`src/rtl/ps2_rx_deserializer_if.sv`:
```
// Receive-side bus of the PS/2 deserializer: enable from the transmitter,
// and received byte, strobes and busy flag towards mousecontroler.
interface ps2_rx_deserializer_if;
    logic       rx_en;
    logic [7:0] dato;
    logic       dato_recibido;
    logic       rx_error;
    logic       rx_busy;

    modport master (
        input  rx_en,
        output dato,
        output dato_recibido,
        output rx_error,
        output rx_busy
    );

    modport slave (
        output rx_en,
        input  dato,
        input  dato_recibido,
        input  rx_error,
        input  rx_busy
    );
endinterface

```
`src/rtl/ps2_rx_deserializer.sv`:
```
// PS/2 device-to-host receiver: pin synchronisation, clock glitch filter,
// 11-bit frame deserialisation with start/parity/stop checks and a frame timeout.
module ps2_rx_deserializer #(
    parameter int unsigned FILTER_LEN     = 8,
    parameter int unsigned TIMEOUT_CYCLES = 50000
) (
    input  logic                  clk,
    input  logic                  reset,
    input  logic                  clkps2,
    input  logic                  dataps2,
    ps2_rx_deserializer_if.master bus
);
    localparam int unsigned TW = $clog2(TIMEOUT_CYCLES);

    typedef enum logic [1:0] {
        IDLE,
        RECV,
        CHECK
    } state_t;

    logic                  clk_s1, clk_s2, dat_s1, dat_s2;
    logic [FILTER_LEN-1:0] filt;
    logic                  clk_f, clk_f_d;
    logic                  fall;

    state_t       state, state_n;
    logic [3:0]   bit_cnt, bit_cnt_n;
    logic [TW-1:0] to_cnt, to_cnt_n;
    logic [8:0]   frame, frame_n;
    logic [7:0]   dato_q, dato_n;
    logic         ok_q, ok_n;
    logic         err_q, err_n;

    always_ff @(posedge clk or negedge reset) begin
        if (!reset) begin
            clk_s1  <= 1'b1;
            clk_s2  <= 1'b1;
            dat_s1  <= 1'b1;
            dat_s2  <= 1'b1;
            filt    <= '1;
            clk_f   <= 1'b1;
            clk_f_d <= 1'b1;
        end else begin
            clk_s1  <= clkps2;
            clk_s2  <= clk_s1;
            dat_s1  <= dataps2;
            dat_s2  <= dat_s1;
            filt    <= {filt[FILTER_LEN-2:0], clk_s2};
            if (&filt)
                clk_f <= 1'b1;
            else if (~|filt)
                clk_f <= 1'b0;
            clk_f_d <= clk_f;
        end
    end

    assign fall = clk_f_d & ~clk_f;

    always_ff @(posedge clk or negedge reset) begin
        if (!reset) begin
            state   <= IDLE;
            bit_cnt <= '0;
            to_cnt  <= '0;
            frame   <= '0;
            dato_q  <= '0;
            ok_q    <= 1'b0;
            err_q   <= 1'b0;
        end else begin
            state   <= state_n;
            bit_cnt <= bit_cnt_n;
            to_cnt  <= to_cnt_n;
            frame   <= frame_n;
            dato_q  <= dato_n;
            ok_q    <= ok_n;
            err_q   <= err_n;
        end
    end

    // The verdict is taken on the stop-bit fall (stop bit used live, not shifted in),
    // so the registered strobe and the new dato both appear during CHECK.
    always_comb begin
        state_n   = state;
        bit_cnt_n = bit_cnt;
        to_cnt_n  = to_cnt;
        frame_n   = frame;
        dato_n    = dato_q;
        ok_n      = 1'b0;
        err_n     = 1'b0;
        case (state)
            IDLE: begin
                if (fall && bus.rx_en && !dat_s2) begin
                    state_n   = RECV;
                    bit_cnt_n = '0;
                    to_cnt_n  = '0;
                end
            end
            RECV: begin
                if (!bus.rx_en) begin
                    state_n = IDLE;
                end else if (fall) begin
                    to_cnt_n  = '0;
                    bit_cnt_n = bit_cnt + 4'd1;
                    if (bit_cnt == 4'd9) begin
                        state_n = CHECK;
                        if (dat_s2 && (^frame)) begin
                            ok_n   = 1'b1;
                            dato_n = frame[7:0];
                        end else begin
                            err_n = 1'b1;
                        end
                    end else begin
                        frame_n = {dat_s2, frame[8:1]};
                    end
                end else if (to_cnt == TW'(TIMEOUT_CYCLES - 1)) begin
                    state_n = IDLE;
                    err_n   = 1'b1;
                end else begin
                    to_cnt_n = to_cnt + 1'b1;
                end
            end
            CHECK: begin
                state_n = IDLE;
            end
            default: begin
                state_n = IDLE;
            end
        endcase
    end

    assign bus.dato          = dato_q;
    assign bus.dato_recibido = ok_q;
    assign bus.rx_error      = err_q;
    assign bus.rx_busy       = (state != IDLE);
endmodule

```
`src/flat_wrapper.sv`:
```
// flat-port wrapper written by rule: the top's interface ports become plain ports
module ps2_rx_deserializer_flat 
#(
    parameter int unsigned FILTER_LEN     = 8,
    parameter int unsigned TIMEOUT_CYCLES = 50000
)
  (clk, reset, clkps2, dataps2, bus_rx_en, bus_dato, bus_dato_recibido, bus_rx_error, bus_rx_busy);
  ps2_rx_deserializer_if bus_i ();
  input  logic clk;
  input  logic reset;
  input  logic clkps2;
  input  logic dataps2;
  input wire logic [$bits(bus_i.rx_en)-1:0] bus_rx_en;
  output wire logic [$bits(bus_i.dato)-1:0] bus_dato;
  output wire logic [$bits(bus_i.dato_recibido)-1:0] bus_dato_recibido;
  output wire logic [$bits(bus_i.rx_error)-1:0] bus_rx_error;
  output wire logic [$bits(bus_i.rx_busy)-1:0] bus_rx_busy;
  assign bus_i.rx_en = bus_rx_en;
  assign bus_dato = bus_i.dato;
  assign bus_dato_recibido = bus_i.dato_recibido;
  assign bus_rx_error = bus_i.rx_error;
  assign bus_rx_busy = bus_i.rx_busy;
  ps2_rx_deserializer #(.FILTER_LEN(FILTER_LEN), .TIMEOUT_CYCLES(TIMEOUT_CYCLES)) u_core (.clk(clk), .reset(reset), .clkps2(clkps2), .dataps2(dataps2), .bus(bus_i));
endmodule
```
`config.mk`:
```
export PLATFORM = sky130hd
export DESIGN_NAME = ps2_rx_deserializer_flat
export DESIGN_NICKNAME = d
export VERILOG_FILES = /design/src/rtl/ps2_rx_deserializer_if.sv /design/src/rtl/ps2_rx_deserializer.sv /design/src/flat_wrapper.sv
export SDC_FILE = /design/constraint.sdc
export NUM_CORES = 1
export LEC_CHECK = 0
export ABC_AREA = 1
export CORE_UTILIZATION = 50
export DETAILED_ROUTE_END_ITERATION = 12
export PLACE_DENSITY = 0.77
export SLEW_MARGIN = 20
export SYNTH_ARGS = -nofsm -noshare
export SYNTH_HDL_FRONTEND = slang
export SYNTH_SLANG_ARGS = --single-unit
```
`constraint.sdc`:
```
create_clock -name clk -period 4.7 [get_ports clk]
set_input_delay 0.705 -clock clk [delete_from_list [all_inputs] [get_ports clk]]
set_output_delay 0.705 -clock clk [all_outputs]
set_load 0.05 [all_outputs]
```
## After elaboration in Yosys (flattened, before gate mapping)

Index checks and enable logic that the tools add are counted.

| word-level totals | value |
|---|---|
| input port bits | 5 |
| output and inout port bits | 11 |
| word-level logic and storage cells | 72 |
| register bits after elaboration | 55 |

| operators by class | value |
|---|---|
| equality and inequality tests | 10 |
| bitwise operators | 3 |
| reductions and logical operators | 15 |
| add/sub/neg operators | 2 |
| mux-type cells | 28 |

Operator list:

| cell | number |
|---|---|
| $mux W16 | 4 |
| $pmux W16 S2 | 1 |
| $add A16 B1 Y16 const B | 1 |
| $eq A16 B16 Y1 const B | 1 |
| $mux W1 | 13 |
| $mux W4 | 3 |
| $reduce_and A4 Y1 | 3 |
| $mux W2 | 5 |
| $reduce_xor A9 Y1 | 1 |
| $pmux W4 S2 | 1 |
| $reduce_and A8 Y1 | 1 |
| $reduce_or A8 Y1 | 1 |
| $ne A2 B1 Y1 const B | 3 |
| $reduce_and A5 Y1 | 1 |
| $add A4 B1 Y4 const B | 1 |
| $eq A4 B4 Y1 const B | 1 |
| $ne A4 B2 Y1 const B | 1 |
| $ne A4 B4 Y1 const B | 1 |
| $pmux W2 S2 | 1 |
| $reduce_bool A2 Y1 | 2 |
| $logic_and A1 B1 Y1 | 3 |
| $ne A3 B2 Y1 const B | 1 |
| $reduce_and A3 Y1 | 1 |
| $eq A2 B1 Y1 const B | 1 |
| other kinds (5) | 6 |

## Longest topological paths before layout

| logic depth | value |
|---|---|
| depth after elaboration | 7 |
| depth in mapped cells | 12 |
| depth with buffers taken out | 12 |

## Worst setup path before layout

OpenSTA, ideal clock, no wires.

| timing | value |
|---|---|
| path kind | input to register |
| start | input bus_rx_en |
| end | register u_core.dato_q[0], in the netlist u_core.bus.dato[0] |
| buffers on the path | 0 |
| data arrival time | 1.467 ns |
| library setup time | 0.119 ns |
| required time | 4.581 ns |
| stages on the path | 7 |
| setup slack | 3.113 ns |
| path through | inv_1 nor2_2 nand2_2 nor2_8 nand4_4 nand2_1 nand2_1 |

| on the way | value |
|---|---|
| word-level cells in the longest chain between the ends | 1 |

Ends and longest elaborated chain:

| element | line | text |
|---|---|---|
| start, declared | flat_wrapper.sv:13 | `input wire logic [$bits(bus_i.rx_en)-1:0] bus_rx_en;` |
| $reduce_and A5 Y1 (no line) | - |  |
| end signal, assigned | ps2_rx_deserializer.sv:73 | `dato_q <= dato_n;` |
| end, declared | ps2_rx_deserializer.sv:30 | `logic [7:0] dato_q, dato_n;` |

No other way between the ends.
A chain may end at the register's enable or synchronous reset.

## Worst setup path after layout

| timing | value |
|---|---|
| start | register u_core.state[0] |
| end | output bus_rx_busy |

| on the way | value |
|---|---|
| word-level cells in the longest chain between the ends | 1 |

Ends and longest elaborated chain:

| element | line | text |
|---|---|---|
| start, declared | ps2_rx_deserializer.sv:26 | `state_t state, state_n;` |
| start signal, assigned | ps2_rx_deserializer.sv:69 | `state <= state_n;` |
| $reduce_bool A2 Y1 | ps2_rx_deserializer.sv:133 | `assign bus.rx_busy = (state != IDLE);` |
| end, declared | flat_wrapper.sv:17 | `output wire logic [$bits(bus_i.rx_busy)-1:0] bus_rx_busy;` |

No other way between the ends.

==> impl_metrics.ini <==
[status]
outcome = finished, final reports clean

[routing]
wl_mm = 5.48
viasPerCell = 5.22
drtAntennaViolNets = 0
drc = 0
wl_per_cell_um = 12.7
drt_first_pass_iters = 4
via_count = 2249
first_iter_violations = 182

[synth]
synth_compound_area_frac = 0.0636
synthMuxAreaShare = 0
syn_area_mm2 = 0.00289
synth_top_family_by_area = simple AND/OR/NAND/NOR gates
yosys.area_share.simple = 0.348
syn_avg_cell_area_um2 = 8.49
synthAdderAreaFrac = 0.0130
synth_xor_area_frac = 0.0182
syn-num-nets = 349
seq_area_frac_synth = 0.482
ys_warn_count = 0
ys_seq_elements = 55
synthCells = 341
ys_types = 38

[grt]
grt_max_degree = 56
grt_remaining_overflow = 0
antenna_found_initial = 0
grt_pass1_wl_mm = 9.91
grt_pass1_vias = 2195
track_usage = 0.205

[timing]
relSlewSlack = 0.563
final_hold_viol_count = 0
rsz0062_at_grt = false
finalSetupViolations = 0
period_needed_ns = 2.37
clock_skew_ns = 0.00557
fmax_mhz = 423
worst_pin_slew_ns = 0.656
final.setup.tns_ns = 0
holdWs_ns = 0.361
maxSlewViolCount = 0
finalCritPeriodShare = 0.503

[clocking]
clkTransAtPathRegs_ns = 0.10
cts_resized = 0
cts-root-buf = clkbuf_8
cts_tree = yes
cts.sinks = 55
insertion_delay_ns = 0.31
htree_levels = 2
post-cts-setup-buffers = 0
holdBufCountCts = 0
clockBufferDepth = 2
cts_buffers = 5

[flow_run]
max_cap_violations = 0

[worst_setup_path]
setup.worst_path.end = bus_rx_busy
cp_slowest_cell = clkdlybuf4s50_1
worstPathCellList = nor2_1 -> inv_1 -> clkdlybuf4s50_1
reg2regPathDepth = 8
max_stage_delay_ns = 0.70
crit_required_ns = 3.99
crit_type = register to output port
critPathMaxFanout = 2
crit_path_start = u_core.state[0]$_DFFE_PN0P_
r2r-start = u_core.clk_f_d$_DFF_PN1_
r2r_slack_ns = 2.84
start_kind = register
worstReg2RegEnd = u_core.to_cnt[8]$_DFFE_PN0P_
end_kind = output port
arrival_ns = 1.66

[placed_design]
io_buffers = 15
gp_congestion = 0.866
placed_area_mm2 = 0.00309
placedCellCount = 423
hpwl_mm = 3.97

[cells_and_area]
most-common-layout-cells = 98 x nand2_1, 41 x dfrtp_1, 36 x inv_1
final_common_cell = nand2_1
synthToLayoutAreaGrowth_pct = 9.99
fill_cells = 496
utilization = 0.575
layout.cells.non_filler = 431
final_cell_area_mm2 = 0.00318
drive_gt1_frac = 0.178
diodes = 0
nets = 366

[pwr]
cellPowerDensity_mw_per_mm2 = 311
leakagePower_nw = 1.51
power_frac_seq = 0.579
combPwrFrac = 0.153
switching_power_mw = 0.302
peakVddDrop_mv = 0.179
power.internal_mw = 0.689
netSwitchingFraction = 0.305
pwr-share-clk = 0.268

[floorplanning]
die_h_um = 78.1
ioPinCount = 16
die_x_um = 78.1
start_util = 0.522
row_count = 27
core_mm2 = 0.00554
die_area_mm2 = 0.00610

[worst_hold_path]
hp-class = register to register
worst max-delay path, delay by kind of cell (launching register included):
family	cells	cell delay (ns)
buf+inv	2	0.76
simple gates	1	0.21
flops	1	0.40
through the flow:
stage	worst slack (ns)	power (mW)
finish	2.33	0.991
global route	2.23	1.05
CTS	2.32	1.00
detailed placement	2.41	0.735
global placement	2.48	0.725
floorplan	3.11	0.688
synth_stat cells (all sizes together):
master | count | share of area
buf | 4 | 0.013
nand2 | 106 | 0.15
nand3b | 2 | 0.0052
xor2 | 6 | 0.018
nand3 | 29 | 0.063
o211ai | 1 | 0.0026
inv | 44 | 0.059
o21ai | 25 | 0.051
o31ai | 1 | 0.0026
a21oi | 3 | 0.0052
clkbuf | 2 | 0.0030
dfrtp | 41 | 0.35
nor3b | 1 | 0.0026
dfstp | 14 | 0.13
nor2 | 28 | 0.050
nand4 | 19 | 0.051
ha | 3 | 0.013
nor3 | 9 | 0.025
o22ai | 1 | 0.0022
nor4 | 2 | 0.0043
per-layer routing:
layer  track usage  part of all wire  up-vias
li1              -                 -     1138
met1         0.280              0.47     1056
met2         0.332              0.47       45
met3        0.0372             0.039       10
met4        0.0667             0.019        0
met5             0                 0        -
layout make-up:
cell class	instances	area, um^2	share of cell area
clock buffers	5	68.8	0.0216
flip-flops and latches	55	1390	0.438
repair buffers	16	153	0.0480
inverters	44	170	0.0535
clock inverters	3	25.0	0.00786
multi-input cells	236	1280	0.403
well taps	72	90.1	0.0283
cells by family (layout without fill, tap and decap cells):
family                     count (synthesis)  in the layout
AOI/OAI and AO/OA                         31             31
xor gates and xnor gates                   6              6
adders and majority gates                  3              3
buffers and inverters                     50             68
DFF                                       55             55
and+or+nand+nor                          196            196
how the worst min path moves through the flow:
stage                                  startpoint                       to  slack, ns  cells past startpoint
after floorplan           u_core.clk_s1$_DFF_PN1_  u_core.clk_s2$_DFF_PN1_       0.35                      0
after global routing      u_core.dat_s1$_DFF_PN1_  u_core.dat_s2$_DFF_PN1_       0.37                      0
after global placement    u_core.dat_s1$_DFF_PN1_  u_core.dat_s2$_DFF_PN1_       0.35                      0
final                     u_core.dat_s1$_DFF_PN1_  u_core.dat_s2$_DFF_PN1_       0.36                      0
after detailed placement  u_core.clk_s1$_DFF_PN1_  u_core.clk_s2$_DFF_PN1_       0.35                      0
after CTS                 u_core.dat_s1$_DFF_PN1_  u_core.dat_s2$_DFF_PN1_       0.36                      0
state kept, by name, summed over array words and instances, names as in the netlist, 2 cells and up:
| register | cells |
|---|---|
| u_core.filt | 8 |
| u_core.state | 2 |
| u_core.to_cnt | 16 |
| u_core.frame | 9 |
| u_core.bit_cnt | 4 |
| u_core.bus.dato | 8 |
power by group through the flow:
stage / clock (mW) / combinational [mW] / sequential, mW
after floorplan: 0 / 0.120 / 0.568
after global placement: 0 / 0.145 / 0.581
after detailed placement: 0 / 0.152 / 0.583
after CTS: 0.275 / 0.153 / 0.574
after global routing: 0.292 / 0.177 / 0.580
final: 0.265 / 0.152 / 0.574
Power figures use the tool's default switching activity.
